===== src/rtl/adder.sv =====
// adder: registered WIDTH-bit carry-lookahead adder with carry-in, carry-out and status flags.
// Optional subtract mode when ADDER_SUB_EN is defined (adds the sub input).
module adder #(
    parameter int WIDTH = 32
) (
    input  logic             clk,
    input  logic             rst_n,
    input  logic [WIDTH-1:0] dataout1,
    input  logic [WIDTH-1:0] dataout2,
    input  logic             carryin,
`ifdef ADDER_SUB_EN
    input  logic             sub,
`endif
    input  logic             in_valid,
    output logic [WIDTH-1:0] resultofadd,
    output logic             carryout,
    output logic             overflow,
    output logic             zero,
    output logic             out_valid
);
    logic [WIDTH-1:0] b_op, g, p, sum;
    logic [WIDTH:0]   c;
    logic [WIDTH-1:0] result_d, result_q;
    logic             carryout_d, carryout_q;
    logic             overflow_d, overflow_q;
    logic             zero_d, zero_q;
    logic             out_valid_d, out_valid_q;

`ifdef ADDER_SUB_EN
    assign b_op = sub ? ~dataout2 : dataout2;
    assign c[0] = sub | carryin;
`else
    assign b_op = dataout2;
    assign c[0] = carryin;
`endif

    assign g   = dataout1 & b_op;
    assign p   = dataout1 ^ b_op;
    assign sum = p ^ c[WIDTH-1:0];

    // Lookahead inside each 4-bit group; the group carry-out ripples to the next group.
    genvar k;
    for (k = 0; k < WIDTH / 4; k++) begin : gen_cla
        localparam int B = 4 * k;
        assign c[B+1] = g[B] | (p[B] & c[B]);
        assign c[B+2] = g[B+1] | (p[B+1] & g[B]) | (p[B+1] & p[B] & c[B]);
        assign c[B+3] = g[B+2] | (p[B+2] & g[B+1]) | (p[B+2] & p[B+1] & g[B])
                      | (p[B+2] & p[B+1] & p[B] & c[B]);
        assign c[B+4] = g[B+3] | (p[B+3] & g[B+2]) | (p[B+3] & p[B+2] & g[B+1])
                      | (p[B+3] & p[B+2] & p[B+1] & g[B])
                      | (p[B+3] & p[B+2] & p[B+1] & p[B] & c[B]);
    end

    always_comb begin
        result_d    = in_valid ? sum : result_q;
        carryout_d  = in_valid ? c[WIDTH] : carryout_q;
        overflow_d  = in_valid ? (c[WIDTH] ^ c[WIDTH-1]) : overflow_q;
        zero_d      = in_valid ? (sum == '0) : zero_q;
        out_valid_d = in_valid;
    end

    always_ff @(posedge clk) begin
        if (!rst_n) begin
            result_q    <= '0;
            carryout_q  <= 1'b0;
            overflow_q  <= 1'b0;
            zero_q      <= 1'b0;
            out_valid_q <= 1'b0;
        end else begin
            result_q    <= result_d;
            carryout_q  <= carryout_d;
            overflow_q  <= overflow_d;
            zero_q      <= zero_d;
            out_valid_q <= out_valid_d;
        end
    end

    assign resultofadd = result_q;
    assign carryout    = carryout_q;
    assign overflow    = overflow_q;
    assign zero        = zero_q;
    assign out_valid   = out_valid_q;
endmodule


===== config.mk =====
export PLATFORM = sky130hd
export DESIGN_NAME = adder
export DESIGN_NICKNAME = d
export VERILOG_FILES = /design/src/rtl/adder.sv
export SDC_FILE = /design/constraint.sdc
export NUM_CORES = 1
export LEC_CHECK = 0
export BUFFER_PORTS_ARGS = -buffer_cell sky130_fd_sc_hd__buf_2
export CORE_MARGIN = 1.5
export CORE_UTILIZATION = 54
export CTS_CLUSTER_SIZE = 8
export DETAILED_ROUTE_END_ITERATION = 8
export PLACE_DENSITY = 0.92
export SETUP_SLACK_MARGIN = 0.15
export SYNTH_ARGS = -nofsm -noshare
export SYNTH_HDL_FRONTEND = slang
export SYNTH_SLANG_ARGS = --single-unit

===== constraint.sdc =====
create_clock -name clk -period 12.3 [get_ports clk]
set_input_delay 1.845 -clock clk [delete_from_list [all_inputs] [get_ports clk]]
set_output_delay 1.845 -clock clk [all_outputs]
set_load 0.05 [all_outputs]

[Word-level counts from Yosys, hierarchy flattened]
Index checks and enable logic that the tools add are counted.
Widths: inputs -> output; s select.
Storage, ports and cells
  input bits: 68
  register bits: 36
  output and inout port bits: 36
Operators by class
  reduce and logical (&&, ||, !) cells: 1
  bitwise gates (word level): 212
Operator list (count)
  $and 1x1->1: 128
  $or 1x1->1: 80
  $xor 32x32->32: 2
  $and 32x32->32: 1
  $logic_not 32->1: 1
  $xor 1x1->1: 1

[Longest topological paths before layout]
Gate-level depths: netlist (run 1).
  depth in word-level cells: 22
  depth in mapped cells: 18

[Worst setup path after synthesis (run 1)]
No wires, ideal clock.
  path type: input-to-reg
  from: input port dataout1[10]
  to: register zero_q (netlist: zero)
  data arrival time: 5.383 ns
  slack: 6.848 ns
  cell stages on the path: 18
  required time: 12.231 ns
  cell sequence: ha_1 buf_4 nand3_2 or3_1 a211oi_2 o211ai_2 a21o_1 a311oi_4 or2_2 fa_1 nor4_1 nand4_1 nor2_1 nand4_1 or3_1 a311oi_1 nand4_1 o21ai_1
Between the ends
  elaborated cells between the ends (all ways): 61
RTL lines
  start, declared: line 8  | input logic [WIDTH-1:0] dataout1,
  $and 32x32->32 or $xor 32x32->32 (tied branches): line 37, 38
  $and 1x1->1, on equally long branches: line 49, 50, 51
  $or 1x1->1 (tied with other cells) (2 in series): line 49  | assign c[B+4] = g[B+3] | (p[B+3] & g[B+2]) | (p[B+3] & p[B+2] & g[B+1])
  $or 1x1->1 or $and 1x1->1 (tied branches): line 50, 51
  $or 1x1->1 *: line 51  | | (p[B+3] & p[B+2] & p[B+1] & p[B] & c[B]);
  $and 1x1->1 *: line 51
  $or 1x1->1 *: line 51
  $and 1x1->1 *: line 51
  $or 1x1->1 *: line 51
  $and 1x1->1 *: line 51
  $or 1x1->1 *: line 51
  $and 1x1->1 *: line 51
  $or 1x1->1 *: line 51
  $xor 32x32->32 *: line 39  | assign sum = p ^ c[WIDTH-1:0];
  named net sum[28]: line 21  | logic [WIDTH-1:0] b_op, g, p, sum;
  $logic_not 32->1 *: line 58  | zero_d = in_valid ? (sum == '0) : zero_q;
  end signal, assigned: line 73  | zero_q <= zero_d;
  end, declared: line 26  | logic zero_d, zero_q;
Mark *: on every way through the listed nets, which the timed path passes. The rest lies on a longest branch.
A chain may end at the register's enable or synchronous reset.

[Worst setup path in the final report (run 1)]
Same ends and word-level chain as after synthesis.

==> flow_metrics.env, run 1 <==
export IMPL_ys_types=57
export IMPL_cts_tree="yes"
export IMPL_r2r_cells=2
export IMPL_post_dp_hpwl_um=5882
export IMPL_fin_setup_tns_ns=0
export IMPL_drive_above_1_share=0.2871
export IMPL_synth_area_leaders="dfxtp_1 26%, ha_1 14%, nor2_1 6.1%"
export IMPL_pwr_share_seq=0.324
export IMPL_crit_chain="buf_2 > ha_1 > nand3_2 > or3_1 > o22ai_1 > o211ai_2 > a21o_1 > a311oi_4 > or2_2 > fa_1 > nor4_1 > nand4_1 > nor2_1 > nand4_1 > or3_1 > a311oi_1 > nand4_1 > o21ai_1"
export IMPL_crit_type="input port to flop"
export IMPL_worstPathRequired_ns=12.51
export IMPL_synth_area_um2=2821
export IMPL_crit_start="dataout1[10]"
export IMPL_path_common_cell="nand4_1"
export IMPL_antenna_left=0
export IMPL_ys_flop_type="dfxtp_1"
export IMPL_ys_top_cells_by_count="46 x nor2_1, 36 x dfxtp_1, 32 x ha_1"
export IMPL_power_switching_uw=163.9
export IMPL_gr_total_overflow=0
export IMPL_relSlewSlack=0.2673
export IMPL_worst_ep_arrival_time_ns=5.90
export IMPL_grt_pass1_vias=2585
export IMPL_cp_slowest_cell="fa_1"
export IMPL_hold_viol=0
export IMPL_grt_pass1_wl_um=11250
export IMPL_drtPass1Iterations=4
export IMPL_r2r_slack_ns=11.42
export IMPL_fmax_mhz=175.7
export IMPL_synth_avg_cell_area_um2=8.900
export IMPL_n_fill_cell=425
export IMPL_antenna_cells=0
export IMPL_utilization=0.6886
export IMPL_wire_per_inst_um=14.59
export IMPL_coreArea_um2=5075
export IMPL_yosysTopAreaCellShare=0.2554
export IMPL_crit_reg2reg_launch="resultofadd[31]"
export IMPL_area_growth_pct=23.86
export IMPL_power_density_nw_per_um2=119.0
export IMPL_rsz0062_at_grt="false"
export IMPL_port_buffers=103
export IMPL_p_int_uw=252.1
export IMPL_post_cts_setup_buffers=0
export IMPL_cts_root_buffer="clkbuf_8"
export IMPL_clockBufferDepth=2
export IMPL_critPathCaptureType="flop"
export IMPL_drt_iter0_drc=136
export IMPL_worstMarginPinSlew_ns=1.098
export IMPL_p_leak_nw=1.708
export IMPL_async_flop_share=0
export IMPL_peakVddDrop_v=0.00006682
export IMPL_synthCells=317
export IMPL_grt_usage=0.2551
export IMPL_fp_dieH_um=75.29
export IMPL_place_congestion=0.9335
export IMPL_yosysMostFrequentCell="nor2_1"
export IMPL_drv_slew=0
export IMPL_initial_core_util=0.5560
export IMPL_period_share=0.4627
export IMPL_critPathMaxStageDelay_ns=0.42
export IMPL_fp_dieW_um=75.29
export IMPL_synth_edff_count=0
export IMPL_cp_start_kind="input port"
export IMPL_grt_max_degree=44
export IMPL_vias=2769
export IMPL_cts_hold_buf=0
export IMPL_hold_depth=2
export IMPL_critPathMaxFanout=8
export IMPL_ys_seq_area_frac=0.2554
export IMPL_hold_path_startpoint="resultofadd[14]"
export IMPL_setup_violations_final=0
export IMPL_io_pins=104
export IMPL_run_status="completed"
export IMPL_htree_levels=2
export IMPL_ctsResizeCount=0
export IMPL_synth_warnings=0
export IMPL_final_nets=525
export IMPL_numClockSinks=36
export IMPL_fin_crit_ns=5.691
export IMPL_drc=0
export IMPL_grt_antenna_before_repair=0
export IMPL_wirelength_um=7120
export IMPL_rows=26
export IMPL_cts_buffers=5
export IMPL_cts_clk_slew_worst_paths_ns=0.07
export IMPL_fp_dieArea_um2=5668
export IMPL_swShare=0.3940
export IMPL_combPwrFrac=0.427
export IMPL_skew_ns=0
export IMPL_hp_class="flop to flop"
export IMPL_yosysTopAreaCell="dfxtp_1"
export IMPL_synth_seq_cells=36
export IMPL_p_clk_frac=0.249
export IMPL_vias_per_cell=5.674
export IMPL_clock_latency_ns=0.28
export IMPL_drv_cap=0
export IMPL_synth_nets=425
==> sequential cells by signal (all words and copies together), names as in the netlist <==
signal	count
carryout	1
resultofadd	32
out_valid	1
zero	1
overflow	1
==> logic make-up after synthesis <==
family	count (synthesis)	share of synthesized area
AOI/OAI and AO/OA	80	0.2186
muxes	16	0.05720
adders and majority gates	40	0.1987
xor gates and xnor gates	18	0.05588
and+or+nand+nor	107	0.1863
buffers and inverters	20	0.02794
DFF	36	0.2554
==> worst paths after layout <==
check / end
max: zero
min: resultofadd[14]
max reg2reg: resultofadd[31]
min reg2reg: resultofadd[14]
==> cell type report <==
class,count,area [µm²],area share
multi-input combinational,261,2022,0.5786
sequential,36,720.7,0.2062
timing repair buffer,103,515.5,0.1475
tap,70,87.58,0.02506
clock buffer,5,68.82,0.01969
clock inverter,3,42.54,0.01217
inverter,10,37.54,0.01074
==> critical path: cells and delay by family <==
family	cells	cell delay, ns
buffers and inverters	1	0.10
and+or+nand+nor	9	1.68
AOI/OAI and AO/OA	6	1.46
adders and majority gates	2	0.83
==> cell usage in the layout (no fill, tap or decap), types with 11 or more instances in the layout <==
cell / n
xnor2_1: 16
a21o_1: 11
nand2_1: 15
buf_2: 103
a211oi_1: 12
ha_1: 32
mux2i_1: 15
nor2_1: 46
a21oi_1: 17
dfxtp_1: 36
==> metrics by stage <==
step	hold WS, ns	worst slack [ns]	power, mW	instance area, µm²	instances
after floorplan	0.6786	6.848	0.2673	2821	317
after global placement	0.4545	6.531	0.3089	3383	480
after detailed placement	0.4555	6.356	0.3141	3383	480
after CTS	0.4694	6.632	0.4160	3495	488
after global routing	0.4917	6.360	0.4398	3495	488
final	0.4667	6.609	0.4160	3495	488
==> power by group through the flow <==
stage | registers [mW] | clock network (mW) | logic, mW
2_1_floorplan | 0.179 | 0 | 0.0884
3_3_place_gp | 0.137 | 0 | 0.172
3_5_place_dp | 0.137 | 0 | 0.177
4_1_cts | 0.135 | 0.104 | 0.177
5_1_grt | 0.136 | 0.111 | 0.193
6_report | 0.135 | 0.103 | 0.178
==> routing by layer <==
layer,GRT usage,share of wire
met1,0.3050,0.41
met3,0.05756,0.059
met5,0,0
met2,0.4581,0.52
met4,0.06944,0.011
Note: power is estimated with default switching activity, not from simulation.
==> run 2: changes to the inputs <==
CORE_UTILIZATION = 45   (was 54)
PLACE_DENSITY = 0.83   (was 0.92)
clock period = 4.66 ns   (was 12.3 ns; I/O delays follow)
==> run 2 against run 1 <==
Worst hold slack improved by 0.019 ns. Final area rose by 8.9%. Sequential cell count did not move. First-iteration DRC count rose by 4.4%. Register-to-register slack got worse by 7.7 ns. Routed wire length rose by 12%. Sequential share of layout area fell by 1.7 points.
==> flow_metrics.env, run 2 (same netlist as run 1, synthesis figures left out) <==
export IMPL_period_share=0.9357
export IMPL_grt_pass1_vias=2678
export IMPL_crit_type="input port to flop"
export IMPL_drive_above_1_share=0.3457
export IMPL_utilization=0.6353
export IMPL_clockBufferDepth=2
export IMPL_grt_max_degree=44
export IMPL_power_density_nw_per_um2=303.5
export IMPL_wirelength_um=7960
export IMPL_routed_wl_met2_um=3948
export IMPL_final_common_cell="buf_2"
export IMPL_clock_latency_ns=0.30
export IMPL_fp_dieH_um=82.18
export IMPL_hp_class="flop to flop"
export IMPL_m1WireLength_um=3267
export IMPL_cp_slowest_cell="fa_1"
export IMPL_cts_tree="yes"
export IMPL_cp_start_kind="input port"
export IMPL_setup_violations_final=0
export IMPL_cp_top_family="simple AND/OR/NAND/NOR gates"
export IMPL_worstMarginPinSlew_ns=1.090
export IMPL_peakVddDrop_v=0.0001905
export IMPL_cts_root_buffer="clkbuf_8"
export IMPL_drv_cap=0
export IMPL_critPathCaptureType="flop"
export IMPL_skew_ns=0
export IMPL_largest_reg_flops=32
export IMPL_crit_reg2reg_launch="resultofadd[31]"
export IMPL_antenna_cells=0
export IMPL_cts_buffers=5
export IMPL_r2r_slack_ns=3.76
export IMPL_post_dp_hpwl_um=6052
export IMPL_critPathMaxFanout=4
export IMPL_placed_cells=493
export IMPL_port_buffers=103
export IMPL_drtPass1Iterations=4
export IMPL_vias=2845
export IMPL_top_layer_used="met4"
export IMPL_final_nets=538
export IMPL_path_common_cell="nand4_1"
export IMPL_crit_chain="buf_6 > ha_4 > nand3_2 > or3_4 > a211oi_4 > o211ai_2 > a21o_1 > a311oi_4 > or2_4 > fa_1 > nor4_2 > nand4_1 > nor2_1 > nand4_1 > or3_4 > a311oi_2 > nand4_1 > o21ai_1"
export IMPL_io_pins=104
export IMPL_numClockSinks=36
export IMPL_dpl_worst_slack_ns=-0.1078
export IMPL_drv_slew=0
export IMPL_initial_core_util=0.4710
export IMPL_worstPathRequired_ns=4.89
export IMPL_coreArea_um2=5991
export IMPL_relSlewSlack=0.2728
export IMPL_path_buf_inv=1
export IMPL_grt_usage=0.2258
export IMPL_hold_path_startpoint="resultofadd[14]"
export IMPL_fp_dieW_um=82.18
export IMPL_rows=28
export IMPL_run_status="completed"
export IMPL_worst_slack_ns=0.2995
export IMPL_critPathMaxStageDelay_ns=0.45
export IMPL_instances_no_fill=506
export IMPL_vias_per_cell=5.623
export IMPL_area_growth_pct=34.90
export IMPL_antenna_left=0
export IMPL_drt_iter0_drc=142
export IMPL_crit_start="dataout1[9]"
export IMPL_drc=0
export IMPL_dpl_cell_area_um2=3450
export IMPL_holdWs_ns=0.4853
export IMPL_rsz0062_at_grt="true"
export IMPL_fmax_mhz=229.3
export IMPL_fin_crit_ns=4.360
export IMPL_cts_hold_buf=0
export IMPL_p_leak_nw=1.799
export IMPL_hold_viol=0
export IMPL_grt_antenna_before_repair=0
export IMPL_design_area_um2=3806
export IMPL_worst_ep_arrival_time_ns=4.59
export IMPL_fp_dieArea_um2=6754
export IMPL_wire_per_inst_um=15.73
export IMPL_gr_total_overflow=0
export IMPL_place_congestion=0.8963
export IMPL_wl_met3_um=499
export IMPL_final_cell_mix="95 x buf_2, 46 x nor2_1, 36 x dfxtp_1, 26 x ha_1, 16 x xnor2_1"
export IMPL_cts_clk_slew_worst_paths_ns=0.08
export IMPL_htree_levels=2
export IMPL_grt_pass1_wl_um=11760
==> run 2: cell count changes in the layout (fill, tap and decap cells not counted), moves of 3 or more <==
cell     before  now
buf_4         0   13
buf_2       103   95
buf_6         0    8
ha_1         32   26
ha_4          0    6
a21oi_1      17   14
a21oi_2       0    3
==> run 2: final timing paths <==
path / endpoint / depth (start not counted)
min: resultofadd[14] / 2
max: zero / 18
min reg2reg: resultofadd[14] / 2
max reg2reg: resultofadd[31] / 2
==> run 2: layer usage <==
layer / up-vias / track usage
li1: 1399 / -
met1: 1302 / 0.2626
met2: 115 / 0.4114
met3: 29 / 0.03956
met4: 0 / 0.07966
met5: - / 0
==> run 2: where the power goes <==
group	switching [mW]	internal (mW)	leakage (nW)
registers	0.0162	0.340	0.298
logic	0.321	0.195	1.45
clock network	0.125	0.158	0.0541
total	0.462	0.693	1.80
==> run 2: final cells by class <==
cell class / instances / area (µm²)
Multi-Input combinational cell: 261 / 2180
Clock inverter: 3 / 42.54
Sequential cell: 36 / 720.7
Clock buffer: 5 / 68.82
Timing Repair Buffer: 116 / 663.1
Inverter: 10 / 37.54
Tap cell: 75 / 93.84
Fill cell: 501 / 2185
==> run 2: worst register-to-register path, delay by kind of cell (launching register included) <==
family           cells  cell delay [ns]
flip-flops           1             0.31
AND/OR/NAND/NOR      1             0.16
AO/OA/AOI/OAI        1             0.32
==> run 2: what timing repair did <==
item / in CTS / in global routing
setup endpoints to repair: 0 / 1
hold endpoints to repair: 0 / 0
gates resized for setup: 0 / 31
setup buffers: 0 / 5
==> run 2: per-stage QoR <==
stage | total power [mW] | TNS (ns)
final | 1.155 | 0
after global routing | 1.215 | 0
after CTS | 1.123 | 0
after detailed placement | 0.8399 | -0.1078
after global placement | 0.8283 | 0
after floorplan | 0.7057 | 0
